<file path="src/rtl/dmem_mmio_pkg.sv">
// ----------------------------------------------------------------------------
// dmem_mmio_pkg
//   Shared constants for the data-memory / MMIO responder: the I/O page
//   address map, STATUS register bit layout and the read-mux select type.
// ----------------------------------------------------------------------------
package dmem_mmio_pkg;

  // I/O page register addresses (word aligned).
  localparam logic [31:0] ADDR_GPIO   = 32'h0000_1000;
  localparam logic [31:0] ADDR_TXDATA = 32'h0000_1004;
  localparam logic [31:0] ADDR_STATUS = 32'h0000_1008;
  localparam logic [31:0] ADDR_CYCLES = 32'h0000_100C;

  // STATUS register layout.
  localparam int STAT_FULL      = 0;
  localparam int STAT_EMPTY     = 1;
  localparam int STAT_OVERFLOW  = 2;
  localparam int STAT_COUNT_LSB = 8;
  localparam int COUNT_W        = 8;

  // Which target the current bus address selects.
  typedef enum logic [2:0] {
    SEL_NONE,
    SEL_RAM,
    SEL_GPIO,
    SEL_TXDATA,
    SEL_STATUS,
    SEL_CYCLES
  } sel_e;

endpackage

</file>
<file path="src/rtl/tx_fifo.sv">
// ----------------------------------------------------------------------------
// tx_fifo
//   Synchronous FIFO used as the MMIO transmit queue. Pushes while full are
//   dropped; pops while empty are ignored. The head word is presented from
//   registered state and reads as zero while the FIFO is empty.
//
// Ports
//   clk        in          rising-edge clock
//   rst_n      in          asynchronous active-low reset (empties the FIFO)
//   push       in          enqueue push_data this cycle (ignored when full)
//   push_data  in  WIDTH   data to enqueue
//   pop        in          dequeue the head this cycle (ignored when empty)
//   pop_data   out WIDTH   head entry, 0 when empty
//   full       out         DEPTH entries held
//   empty      out         no entries held
//   count      out CW      number of entries held (0..DEPTH)
// ----------------------------------------------------------------------------
module tx_fifo #(
  parameter int WIDTH = 8,
  parameter int DEPTH = 4,
  localparam int AW = $clog2(DEPTH),
  localparam int CW = AW + 1
) (
  input  logic             clk,
  input  logic             rst_n,
  input  logic             push,
  input  logic [WIDTH-1:0] push_data,
  input  logic             pop,
  output logic [WIDTH-1:0] pop_data,
  output logic             full,
  output logic             empty,
  output logic [CW-1:0]    count
);

  logic [WIDTH-1:0] mem [DEPTH];
  logic [AW-1:0]    wr_ptr;
  logic [AW-1:0]    rd_ptr;
  logic             push_ok;
  logic             pop_ok;

  assign full  = (count == CW'(DEPTH));
  assign empty = (count == '0);

  // Acceptance uses pre-edge state only, so a pop in the same cycle never
  // makes room for a push into a full FIFO.
  assign push_ok = push && !full;
  assign pop_ok  = pop && !empty;

  assign pop_data = empty ? '0 : mem[rd_ptr];

  // NOTE: sequential state is updated with non-blocking assignments so every
  // register samples pre-edge values regardless of process ordering.
  always_ff @(posedge clk or negedge rst_n) begin
    if (!rst_n) begin
      wr_ptr <= '0;
      rd_ptr <= '0;
      count  <= '0;
    end else begin
      // Pointers are power-of-two wide, so they wrap modulo DEPTH naturally.
      if (push_ok) wr_ptr <= wr_ptr + 1'b1;
      if (pop_ok)  rd_ptr <= rd_ptr + 1'b1;
      case ({push_ok, pop_ok})
        2'b10:   count <= count + 1'b1;
        2'b01:   count <= count - 1'b1;
        default: count <= count;
      endcase
    end
  end

  // NOTE: storage arrays carry no reset; validity is tracked by the pointers
  // and count, and the empty mux hides stale entries.
  always_ff @(posedge clk) begin
    if (push_ok) mem[wr_ptr] <= push_data;
  end

endmodule

</file>
<file path="src/rtl/dmem_mmio.sv">
// ----------------------------------------------------------------------------
// dmem_mmio
//   Data-memory responder for a single-cycle RISC-V core. Serves a word RAM
//   at 0x0 and an I/O page at 0x1000 (GPIO, TX FIFO data, STATUS, CYCLES).
//   Reads are combinational; writes and all state update on the rising edge.
//
// Ports
//   clk        in      rising-edge clock
//   reset      in      asynchronous active-low reset
//   MemWrite   in      write strobe for the current cycle
//   ALUResult  in  32  byte address, [1:0] ignored
//   WriteData  in  32  write data
//   ReadData   out 32  read data, combinational from address and state
//   gpio_out   out 32  GPIO output register
//   tx_data    out 8   TX FIFO head byte, 0 when empty
//   tx_valid   out     TX FIFO not empty
//   tx_ready   in      consumer accepts the head byte this cycle
// ----------------------------------------------------------------------------
module dmem_mmio
  import dmem_mmio_pkg::*;
#(
  parameter int DEPTH_WORDS = 64,
  parameter int FIFO_DEPTH  = 4
) (
  input  logic        clk,
  input  logic        reset,
  input  logic        MemWrite,
  input  logic [31:0] ALUResult,
  input  logic [31:0] WriteData,
  output logic [31:0] ReadData,
  output logic [31:0] gpio_out,
  output logic [7:0]  tx_data,
  output logic        tx_valid,
  input  logic        tx_ready
);

  localparam int RAM_AW = $clog2(DEPTH_WORDS);
  localparam int FCW    = $clog2(FIFO_DEPTH) + 1;

  sel_e              sel;
  logic [RAM_AW-1:0] ram_idx;
  logic [31:0]       ram [DEPTH_WORDS];
  logic [31:0]       cycles;
  logic              overflow;
  logic [31:0]       status;

  logic              fifo_push;
  logic              fifo_pop;
  logic              fifo_full;
  logic              fifo_empty;
  logic [FCW-1:0]    fifo_count;

  // Word access only: the byte offset takes no part in decode.
  logic [1:0] unused_byte_offset;
  assign unused_byte_offset = ALUResult[1:0];

  assign ram_idx = ALUResult[RAM_AW+1:2];

  // Address decode: every upper address bit participates, so nothing aliases.
  // NOTE: combinational blocks assign a default first so no path leaves a
  // variable unassigned and infers a latch.
  always_comb begin
    sel = SEL_NONE;
    if (ALUResult[31:RAM_AW+2] == '0)               sel = SEL_RAM;
    else if (ALUResult[31:2] == ADDR_GPIO[31:2])    sel = SEL_GPIO;
    else if (ALUResult[31:2] == ADDR_TXDATA[31:2])  sel = SEL_TXDATA;
    else if (ALUResult[31:2] == ADDR_STATUS[31:2])  sel = SEL_STATUS;
    else if (ALUResult[31:2] == ADDR_CYCLES[31:2])  sel = SEL_CYCLES;
  end

  always_ff @(posedge clk) begin
    if (MemWrite && sel == SEL_RAM) ram[ram_idx] <= WriteData;
  end

  always_ff @(posedge clk or negedge reset) begin
    if (!reset) begin
      gpio_out <= '0;
      cycles   <= '0;
      overflow <= 1'b0;
    end else begin
      cycles <= cycles + 32'd1;
      if (MemWrite && sel == SEL_GPIO) gpio_out <= WriteData;
      // Sticky until any STATUS write; a dropped push sets it.
      if (MemWrite && sel == SEL_STATUS)                  overflow <= 1'b0;
      else if (MemWrite && sel == SEL_TXDATA && fifo_full) overflow <= 1'b1;
    end
  end

  assign fifo_push = MemWrite && (sel == SEL_TXDATA);
  assign fifo_pop  = tx_valid && tx_ready;

  tx_fifo #(
    .WIDTH (8),
    .DEPTH (FIFO_DEPTH)
  ) u_tx_fifo (
    .clk       (clk),
    .rst_n     (reset),
    .push      (fifo_push),
    .push_data (WriteData[7:0]),
    .pop       (fifo_pop),
    .pop_data  (tx_data),
    .full      (fifo_full),
    .empty     (fifo_empty),
    .count     (fifo_count)
  );

  assign tx_valid = !fifo_empty;

  always_comb begin
    status                                = '0;
    status[STAT_FULL]                     = fifo_full;
    status[STAT_EMPTY]                    = fifo_empty;
    status[STAT_OVERFLOW]                 = overflow;
    status[STAT_COUNT_LSB +: COUNT_W]     = COUNT_W'(fifo_count);
  end

  // Read mux sees pre-edge state, so a same-cycle write is not visible yet.
  always_comb begin
    ReadData = '0;
    case (sel)
      SEL_RAM:    ReadData = ram[ram_idx];
      SEL_GPIO:   ReadData = gpio_out;
      SEL_STATUS: ReadData = status;
      SEL_CYCLES: ReadData = cycles;
      default:    ReadData = '0;
    endcase
  end

endmodule

</file>
<file path="config.mk">
export PLATFORM = sky130hd
export DESIGN_NAME = dmem_mmio
export DESIGN_NICKNAME = d
export VERILOG_FILES = /design/src/rtl/dmem_mmio_pkg.sv /design/src/rtl/tx_fifo.sv /design/src/rtl/dmem_mmio.sv
export SDC_FILE = /design/constraint.sdc
export NUM_CORES = 2
export LEC_CHECK = 0
export ABC_AREA = 0
export ABC_CLOCK_PERIOD_IN_PS = 4000
export CAP_MARGIN = 40
export CORE_UTILIZATION = 49
export DETAILED_ROUTE_END_ITERATION = 8
export PLACE_DENSITY_LB_ADDON = 0.3
export SLEW_MARGIN = 5
export SYNTH_ARGS = -nofsm -noshare
export SYNTH_HDL_FRONTEND = slang
export SYNTH_SLANG_ARGS = --single-unit
</file>
<file path="constraint.sdc">
create_clock -name clk -period 4 [get_ports clk]
set_input_delay 0.8 -clock clk [delete_from_list [all_inputs] [get_ports clk]]
set_output_delay 0.8 -clock clk [all_outputs]
set_load 0.005 [all_outputs]
</file>
==> results by group <==
Status
  • Status: finished with violations
  • Failing checks: design-rule violations, negative setup slack

STA
  • Setup-failing EPs final: 18
  • Slew Limit Headroom: a little under a third
  • Final period utilization: 104%
  • Post-route setup slack: -0.158 ns
  • FMAX: approximately 240 MHz
  • Setup tns final: -0.787 ns
  • RSZ-0062 raised after global routing: true
  • Worst clock skew: 0.0178 ns
  • Slew Viols, Final: 0
  • Minimum clock period: approximately 4.2 ns
  • Worst-Margin Slew: a little over 1 ns
  • Number of hold violations in the final report: 0

Power and ir drop
  • Leakage: between 30 and 40 nW
  • Pwr dens: approximately 450 mW/mm^2
  • Peak VDD IR: between 0.0004 and 0.0005 V

Min path
  • Worst hold path depth: 1
  • Hold Path Origin: WriteData[29]
  • Worst Hold Path EP: ram[3][29]
  • Min-delay worst type: primary input to register

Placement
  • Number of port buffers: 138
  • Placed cells: between 7000 and 8000
  • HPWL after DPL: 214 mm
  • Routability cong.: about 1
  • Pre-CTS setup slack: -1.30 ns

Synthesis
  • Post-synthesis mux area share: a little under a tenth
  • XOR/XNOR share of the synthesized area: less than 1%
  • Mapped Nets: ~4600
  • Ys flop type: edfxtp_1
  • Simple-gate share of the synthesized area: under 10%
  • Cell Area, Synth: 0.0836 mm^2
  • Synth warn: 0
  • Ranking of synthesized cells by area: edfxtp_1 (75%), mux4_2 (4.3%), mux2_2 (2.7%), mux2i_1 (2.3%), dfrtp_1 (2.2%)
  • Main combinational cell family by area after synthesis: multiplexers
  • Post-synth ARST share: ~3.3%
  • Post-synth EDFFs: 2080
  • Synth unique cells: 81
  • Synth top cells by count: edfxtp_1 (2080), o22ai_1 (279), mux2_2 (202), mux2i_1 (195), nor2_1 (185)
  • Flops & latches, synth: around 2200
  • Largest area contributor in the netlist: edfxtp_1
  • Cell with the most instances after synthesis: edfxtp_1
  • Post-Synthesis Cells: 4565
  • Synth Area in Compound Gates: between 8 and 9%
  • Mean Syn Cell Area: around 18 um^2
  • Top-area cell type share of the netlist area: 74.7%
  • Sequential fraction of the synthesis area: roughly 77%
  • Adder-cell share of the synthesized area: less than 1%

Worst setup path
  • Reg2reg setup slack: between 1.5 and 2 ns
  • Req. time, crit path: between 3 and 4 ns
  • FF-to-FF End: u_tx_fifo.count[2]
  • CP delay by family, top: buffers and inverters
  • Slowest CP cell: o32ai_4
  • R2R depth: 8
  • Most used cell, CP: buf_12
  • Reg2Reg Launch Point: u_tx_fifo.count[0]
  • Endpoint arrival time on the critical path: about 3.4 ns
  • Maximum fanout along the worst path: 20
  • Worst setup path category: primary input to output port
  • Slowest cell delay on critical path: roughly 0.43 ns
  • Critical path cell sequence: buf_16 -> buf_6 -> buf_12 -> buf_12 -> mux4_2 -> nand2_1 -> o21ai_1 -> o211ai_1 -> and3b_2 -> o32ai_4 -> buf_2
  • CP Capture Type: output port
  • Crit path buf inv count: 5
  • Startpoint types: primary input

Global route
  • Vias in the first global route: 52500
  • First-pass GRT wire length: around 440 mm
  • Largest net degree at the start of global routing: 66
  • Gr ovfl total: 0
  • Antenna violations before repair: 29
  • Tot GR Track Use: a little under two fifths

Detailed routing
  • Met1 WL: around 110 mm
  • Drt drc: 2
  • Highest routing layer actually used: met5
  • Total number of vias: between 50000 and 60000
  • Routed wire length: roughly 330 mm
  • Via density: slightly below 7
  • DRC marker count from the first detailed-route iteration: roughly 11000
  • Antenna Nets Post-Route: 0
  • WL met3: around 50 mm
  • Routed length per placed instance: just over 40 um
  • Met2 WL: around 140 mm
  • DRT Pass-1 Iters: 8

Die
  • Row count: around 150
  • Die Area: about 0.17 mm^2
  • Core Box Area: between 0.15 and 0.2 mm^2
  • I/O pin cnt: roughly 140
  • Die Y: between 400 and 500 um
  • Die W: slightly above 400 um
  • Starting Density: between 40% and 50%

Final layout
  • Area added between synthesis and finish: 27.8%
  • Final core occ: between 60% and 70%
  • Non-Filler Instances: between 8000 and 9000
  • Layout cell share with drive strength beyond 1: between 30% and 40%
  • Final #Nets: 5742

Clocking
  • CTS Buffer Depth: 3
  • Root Buffer: clkbuf_16
  • Worst-path clk slew: approximately 0.06 ns
  • Num CTS Buffers: 211
  • Total number of H-tree levels: 4
  • Worst-skew pair later-pin latency: 0.87 ns
  • CTS tree: built
  • Clock sink total: 2152

Flow run
  • Max-cap check violation count: 0
state kept, by name, indices dropped and copies added (netlist names):
register,flops
cycles,32
u_tx_fifo.count,3
ram,2048
gpio_out,32
overflow,1
u_tx_fifo.rd_ptr,2
u_tx_fifo.mem,32
u_tx_fifo.wr_ptr,2
cell type report:
| type | instances | area (um^2) |
|---|---|---|
| clock inverter | 140 | 1280 |
| antenna | 13 | 32.5 |
| tap | 2218 | 2780 |
| timing repair buffer | 1200 | 13600 |
| fill | 11700 | 62700 |
| sequential | 2152 | 64300 |
| inverter | 12 | 57.6 |
| multi-input combinational | 2090 | 19400 |
| clock buffer | 256 | 5470 |
power breakdown:
part,internal [W],switching (W)
Combinational,0.00161,0.00232
Sequential,0.0247,0.0000673
Clock,0.0108,0.00880
layer usage:
metal	global-route usage, %	vias to the layer above
li1	-	21100
met1	49.5	28100
met2	54.8	5140
met3	12.2	1065
met4	22.3	14
met5	0	-
metrics by stage:
stage                     hold slack (ns)  power, W  area (um^2)
final                               0.229    0.0483       107000
after CTS                           0.186    0.0481       106000
after detailed placement            0.479    0.0286        96500
after floorplan                     0.439    0.0266        83600
after global placement              0.473    0.0286        96200
after global routing                0.216    0.0492       107000
worst reg2reg max path: cells and delay by family (launching register included):
kind,cells,cell delay (ns)
flip-flops,1,0.45
adder cells (fa/ha/maj),2,0.56
buffers and inverters,1,0.05
AND/OR/NAND/NOR,3,0.70
XOR/XNOR,2,0.30
worst max-delay path by stage:
stage	cells after the start	to	from
floorplan	9	ram[13][0]	ALUResult[2]
global placement	12	ReadData[6]	ALUResult[2]
detailed placement	10	ReadData[14]	ALUResult[17]
CTS	12	ReadData[0]	ALUResult[2]
global route	13	ReadData[6]	ALUResult[2]
finish	11	ReadData[14]	ALUResult[4]
repair_timing:
action                                  4_1_cts  5_1_grt
pin swaps                                    95       65
endpoints found under the setup margin       32       31
hold buffers                                  1        0
cloned                                       15        3
hold endpoints to repair                     28        0
setup buffers                               100       36
resized for setup                           465      153
cell families (layout without fill, tap and decap cells):
kind of cell | Yosys count | in the layout
DFF | 2152 | 2152
buffers and inverters | 323 | 1608
and+or+nand+nor | 500 | 500
muxes | 559 | 559
xor gates and xnor gates | 36 | 36
AOI/OAI and AO/OA | 988 | 988
adders and majority gates | 7 | 7
other | 0 | 13
layout by cell type (no fill, tap or decap), types with 65 or more instances in the layout:
cell type,Yosys,final
dfrtp_1,72,72
nor2_4,0,68
buf_6,29,65
mux2i_1,195,191
a21oi_1,139,118
buf_12,3,265
o21ai_0,117,87
mux4_2,161,161
o221ai_1,144,129
mux2_2,202,200
o22ai_1,279,257
buf_4,51,687
edfxtp_1,2080,2080
nor2_1,185,107
nand2_1,139,128
clkbuf_16,0,215
(Power assumes the default switching activity.)
